===== src/rtl/vga_pkg.sv =====
// vga_pkg: shared register offsets, draw-engine state encoding and STATUS bit positions
package vga_pkg;

    localparam logic [7:0] OFF_H      = 8'd0;
    localparam logic [7:0] OFF_V      = 8'd1;
    localparam logic [7:0] OFF_PIXEL  = 8'd2;
    localparam logic [7:0] OFF_WIDTH  = 8'd3;
    localparam logic [7:0] OFF_HEIGHT = 8'd4;
    localparam logic [7:0] OFF_CMD    = 8'd5;
    localparam logic [7:0] N_REGS     = 8'd6;

    localparam int ST_BUSY   = 0;
    localparam int ST_OVF    = 1;
    localparam int CMD_START = 0;
    localparam int CMD_CLR   = 1;

    typedef enum logic [1:0] {
        IDLE,
        SINGLE,
        FILL,
        DONE
    } state_t;

    function automatic logic [7:0] status_byte(input logic ovf, input logic busy);
        status_byte         = 8'h00;
        status_byte[ST_OVF]  = ovf;
        status_byte[ST_BUSY] = busy;
    endfunction

endpackage


===== src/rtl/vga_rect_scan.sv =====
// vga_rect_scan: row-major column/row walker over a WIDTH x HEIGHT rectangle, exposing the next coordinate and a last flag
module vga_rect_scan #(
    parameter int H_BITS = 8,
    parameter int V_BITS = 7
) (
    input  logic              clk,
    input  logic              reset,
    input  logic              start,
    input  logic              advance,
    input  logic [H_BITS-1:0] h0,
    input  logic [V_BITS-1:0] v0,
    input  logic [H_BITS-1:0] wm1,
    input  logic [V_BITS-1:0] hm1,
    output logic [H_BITS-1:0] nxt_h,
    output logic [V_BITS-1:0] nxt_v,
    output logic              last
);

    logic [H_BITS-1:0] col, h_base, ccnt;
    logic [V_BITS-1:0] row, rcnt;
    logic              row_end;

    // next coordinate wraps naturally in the counter widths; column restarts at the saved base
    always_comb begin
        row_end = ccnt == wm1;
        last    = row_end && rcnt == hm1;
        nxt_h   = row_end ? h_base : col + H_BITS'(1);
        nxt_v   = row_end ? row + V_BITS'(1) : row;
    end

    // counters load on start and step once per accepted pixel
    always_ff @(posedge clk) begin
        if (reset) begin
            col    <= '0;
            row    <= '0;
            h_base <= '0;
            ccnt   <= '0;
            rcnt   <= '0;
        end else if (start) begin
            col    <= h0;
            row    <= v0;
            h_base <= h0;
            ccnt   <= '0;
            rcnt   <= '0;
        end else if (advance) begin
            col  <= nxt_h;
            row  <= nxt_v;
            ccnt <= row_end ? '0 : ccnt + H_BITS'(1);
            rcnt <= row_end ? rcnt + V_BITS'(1) : rcnt;
        end
    end

endmodule


===== src/rtl/vga_draw_engine.sv =====
// vga_draw_engine: bus-mapped single-pixel and rectangle-fill writer; `define VGA_DRAW_AUTO_INC_EN to auto-advance H/V after single writes
module vga_draw_engine
    import vga_pkg::*;
#(
    parameter logic [7:0] BASE_ADDR = 8'hB0,
    parameter int         H_BITS    = 8,
    parameter int         V_BITS    = 7,
    parameter int         COLOUR_W  = 1
) (
    input  logic                     clk,
    input  logic                     reset,
    input  logic [7:0]               BUS_ADDR,
    input  logic [7:0]               BUS_DATA_IN,
    input  logic                     BUS_WE,
    output logic [7:0]               BUS_DATA_OUT,
    output logic                     BUS_DATA_OE,
    output logic [V_BITS+H_BITS-1:0] fb_addr,
    output logic [COLOUR_W-1:0]      fb_data,
    output logic                     fb_we,
    input  logic                     fb_ready
);

    state_t              state;
    logic [H_BITS-1:0]   h_reg, wm1;
    logic [V_BITS-1:0]   v_reg, hm1;
    logic [COLOUR_W-1:0] pix;
    logic                ovf;
    logic [7:0]          off;
    logic                in_range, wr, rd, busy, scan_start, scan_adv, scan_last;
    logic [H_BITS-1:0]   nxt_h;
    logic [V_BITS-1:0]   nxt_v;

    // address decode and register readback; subtraction keeps the window correct near address wrap
    always_comb begin
        off          = BUS_ADDR - BASE_ADDR;
        in_range     = off < N_REGS;
        wr           = in_range && BUS_WE;
        rd           = in_range && !BUS_WE;
        busy         = state != IDLE;
        BUS_DATA_OE  = rd;
        BUS_DATA_OUT = !rd                ? 8'h00 :
                       off == OFF_H       ? 8'(h_reg) :
                       off == OFF_V       ? 8'(v_reg) :
                       off == OFF_PIXEL   ? 8'(pix) :
                       off == OFF_WIDTH   ? 8'(wm1) :
                       off == OFF_HEIGHT  ? 8'(hm1) :
                                            status_byte(ovf, busy);
        scan_start   = state == IDLE && wr && off == OFF_CMD && BUS_DATA_IN[CMD_START];
        scan_adv     = state == FILL && fb_ready;
    end

    vga_rect_scan #(
        .H_BITS(H_BITS),
        .V_BITS(V_BITS)
    ) u_scan (
        .clk    (clk),
        .reset  (reset),
        .start  (scan_start),
        .advance(scan_adv),
        .h0     (h_reg),
        .v0     (v_reg),
        .wm1    (wm1),
        .hm1    (hm1),
        .nxt_h  (nxt_h),
        .nxt_v  (nxt_v),
        .last   (scan_last)
    );

    // register file and draw FSM; fb_* are registered so they stay put while fb_ready is low
    always_ff @(posedge clk) begin
        if (reset) begin
            state   <= IDLE;
            h_reg   <= '0;
            v_reg   <= '0;
            pix     <= '0;
            wm1     <= '0;
            hm1     <= '0;
            ovf     <= 1'b0;
            fb_we   <= 1'b0;
            fb_addr <= '0;
            fb_data <= '0;
        end else begin
            if (wr && busy) ovf <= 1'b1;
            case (state)
                IDLE: if (wr) begin
                    case (off)
                        OFF_H:      h_reg <= BUS_DATA_IN[H_BITS-1:0];
                        OFF_V:      v_reg <= BUS_DATA_IN[V_BITS-1:0];
                        OFF_WIDTH:  wm1   <= BUS_DATA_IN[H_BITS-1:0];
                        OFF_HEIGHT: hm1   <= BUS_DATA_IN[V_BITS-1:0];
                        OFF_PIXEL: begin
                            pix     <= BUS_DATA_IN[COLOUR_W-1:0];
                            state   <= SINGLE;
                            fb_we   <= 1'b1;
                            fb_addr <= {v_reg, h_reg};
                            fb_data <= BUS_DATA_IN[COLOUR_W-1:0];
                        end
                        OFF_CMD: begin
                            if (BUS_DATA_IN[CMD_CLR]) ovf <= 1'b0;
                            if (BUS_DATA_IN[CMD_START]) begin
                                state   <= FILL;
                                fb_we   <= 1'b1;
                                fb_addr <= {v_reg, h_reg};
                                fb_data <= pix;
                            end
                        end
                        default: ;
                    endcase
                end
                SINGLE: if (fb_ready) begin
                    fb_we <= 1'b0;
                    state <= IDLE;
`ifdef VGA_DRAW_AUTO_INC_EN
                    h_reg <= h_reg + H_BITS'(1);
                    if (&h_reg) v_reg <= v_reg + V_BITS'(1);
`endif
                end
                FILL: if (fb_ready) begin
                    if (scan_last) begin
                        fb_we <= 1'b0;
                        state <= DONE;
                    end else begin
                        fb_addr <= {nxt_v, nxt_h};
                    end
                end
                DONE: state <= IDLE;
                default: state <= IDLE;
            endcase
        end
    end

endmodule

===== config.mk =====
export PLATFORM = sky130hd
export DESIGN_NAME = vga_draw_engine
export DESIGN_NICKNAME = d
export VERILOG_FILES = /design/src/rtl/vga_pkg.sv /design/src/rtl/vga_rect_scan.sv /design/src/rtl/vga_draw_engine.sv
export SDC_FILE = /design/constraint.sdc
export NUM_CORES = 1
export LEC_CHECK = 0
export ABC_AREA = 1
export ABC_CLOCK_PERIOD_IN_PS = 4150
export CELL_PAD_IN_SITES_DETAIL_PLACEMENT = 0
export CELL_PAD_IN_SITES_GLOBAL_PLACEMENT = 1
export CORE_MARGIN = 10
export CORE_UTILIZATION = 44
export DETAILED_ROUTE_END_ITERATION = 10
export GPL_ROUTABILITY_DRIVEN = 0
export PLACE_DENSITY = 0.93
export SLEW_MARGIN = 20
export SYNTH_ARGS = -nofsm -noshare
export SYNTH_HDL_FRONTEND = slang
export SYNTH_SLANG_ARGS = --single-unit

===== constraint.sdc =====
create_clock -name clk -period 4.15 [get_ports clk]
set_clock_uncertainty 0.15 [all_clocks]
set_input_delay 0.415 -clock clk [delete_from_list [all_inputs] [get_ports clk]]
set_output_delay 0.415 -clock clk [all_outputs]
set_load 0.01 [all_outputs]

==> impl_metrics.toml <==
[worst_setup_path]
required_ns = 3.59
worstPathArrival_ns = 2.66
cp_max_fo = 10
worstSetupPathType = "primary input to output pin"
cp-start-kind = "primary input"
endpoint_kind = "output pin"

[status]
status = "complete, no violations"

[clocking]
clock_tree.root_cell = "clkbuf_8"
post_cts_resized = 0
tritoncts = "built"
h-tree-depth = 3
clk_path_buf_depth = 2
cts_buffers = 9
clock-sinks = 89
clock_latency_ns = 0.36
clk_pin_slew_ns = 0.08
hold_buffers = 0
cts_setup_buffers = 0

[sta]
maxSlewViolCount = 0
fin_crit_ns = 3.23
whs_ns = 0.308
fmax_mhz = 310
tightest_slew_ns = 0.833
grt_setup_unrepaired = "false"
finalSetupViolCount = 0
fin_crit_sh = 0.778
slew_headroom = 0.445
setup_tns_ns = 0
hold_viol = 0

[routing]
drt_first_pass_iters = 5
finalWirelength_um = 13700
vias = 4784
wire_per_inst_um = 14.8
via_per_inst = 5.17
postRouteAntennaNets = 0
route.detailed.drc = 0
drt_iter0_drc = 427

[synth]
syn_nets = 775
syn_area_per_cell_um2 = 6.51
yosys.area.top_type = "dfxtp_1"
synthesis.area_um2 = 4870
yosysWarnings = 0
synth_cell_types = 36
syn_inst = 747
synth_top_area_frac = 0.366
synth_seq_cells = 89
yosysSeqAreaShare = 0.366
synth_area_leaders = "dfxtp_1 (37%), nand2_1 (16%), inv_1 (7.8%)"

[die]
coreArea_um2 = 10800
initial_utilization = 0.449
dieArea_um2 = 15700
die_w_um = 125
die_h_um = 125
rows = 38
io_pins = 46

[finish]
n_fill_cell = 1118
nNetsFinal = 809
num_antenna_cells = 0
layout.cells.non_filler = 926
regMostFlops = "fb_addr"
final_layout_size_suffix_gt1_frac = 0.0598
largest_reg_flops = 15
syn2layout_area_growth_pct = 15.5

[place]
hpwl_um = 10200
dp.cells = 910
port_buffers = 45

[global_routing]
grt_pass1_vias = 4516
antenna_found_initial = 0
gr-total-overflow = 0
track_usage = 0.172
grt_pass1_wl_um = 22700
grt_max_degree = 58

[power_and_ir_drop]
switching_power_w = 0.000352
power_frac_comb = 0.040
power_density_nw_per_um2 = 288
vdd_ir_drop_max_mv = 0.183
pwr-share-clk = 0.433
p_leak_nw = 2.39
p_int_w = 0.00127
swShare = 0.218
pwr-share-seq = 0.528

[worst_hold_path]
min_path_type = "register to register"

[job]
maxCapViolCount = 0
cell families after synthesis:
logic type	share of synthesized area
and+or+nand+nor	0.318
AOI/OAI and AO/OA	0.157
buffers and inverters	0.110
DFF	0.366
xor gates and xnor gates	0.0288
adders and majority gates	0.0206
critical path, cell delays in order:
cell and delay [ns]:
clkdlybuf4s50_1 0.49, nand2_2 0.10, nor2_8 0.18, nand2_1 0.07, nor2_1 0.42, o21ai_0 0.18
a21oi_1 0.20, clkdlybuf4s50_1 0.61
layer usage:
metal,routed length (µm),GRT usage
met5,0,0
met1,6140,0.217
met2,6340,0.278
met3,971,0.0410
met4,254,0.0657
cell type report:
type / count / area, µm² / share of cell area
repair buffers: 47 / 465 / 0.0828
clock buffers: 12 / 165 / 0.0294
flip-flops and latches: 89 / 1780 / 0.317
inverters: 109 / 409 / 0.0728
clock inverters: 4 / 73.8 / 0.0131
well taps: 140 / 175 / 0.0312
multi-input cells: 525 / 2550 / 0.454
cell usage in the layout (no fill, tap or decap), types with 2 or more instances in the layout:
master           Yosys  layout
ha_1                 8       8
nor3_1               8       8
o221a_2              2       2
o21ai_0             66      66
nor3_2               2       2
nor2_1              76      76
o22ai_1             11      11
nor2_2               2       2
nand2_1            202     202
clkdlybuf4s50_1      0      45
nand2_2              5       5
bufinv_16            0       2
dfxtp_1             89      89
clkbuf_8             0      12
nor2_4               5       5
nand3_1             43      43
inv_2                8       8
a31oi_1              9       9
xor2_1              12      12
inv_1              101     101
xnor2_1              4       4
nand4_1              8       8
buf_4                1       2
a21oi_1             51      51
power groups by stage:
stage                     registers, W   logic, W  clock network [W]
after floorplan               0.000873  0.0000300                  0
after global placement        0.000873  0.0000627                  0
after detailed placement      0.000873  0.0000635                  0
after CTS                     0.000853  0.0000636           0.000718
after global routing          0.000853  0.0000694           0.000759
final                         0.000853  0.0000641           0.000700
final timing paths:
check | endpoint | start | cells past startpoint | slack [ns]
max reg2reg | u_scan.row[1] | state[0] | 8 | 1.10
min | u_scan.h_base[2] | u_scan.h_base[2] | 2 | 0.31
max | BUS_DATA_OUT[1] | BUS_ADDR[7] | 8 | 0.92
min reg2reg | u_scan.h_base[2] | u_scan.h_base[2] | 2 | 0.31
cells in the mapped netlist (all sizes together):
cell type and number:
a21oi 52, a31oi 9, and2 1, buf 14, clkbuf 10, dfxtp 89
ha 8, inv 109, nand2 207, nand3 44, nand4 8, nor2 84
nor3 10, nor3b 2, nor4 1, o2111ai 1, o211ai 1, o21ai 66
o221a 2, o22ai 11, o31ai 1, or2 1, xnor2 4, xor2 12
through the flow:
stage / area [µm²] / util / setup slack, ns / power [W]
2_1_floorplan: 4870 / - / 2.07 / 0.000903
3_3_place_gp: 5380 / 0.497 / 1.01 / 0.000936
3_5_place_dp: 5380 / 0.497 / 0.964 / 0.000937
4_1_cts: 5620 / 0.519 / 0.949 / 0.00163
5_1_grt: 5620 / 0.519 / 0.693 / 0.00168
6_report: 5620 / 0.519 / 0.921 / 0.00162
No activity file was read; power rests on OpenSTA's default activity.
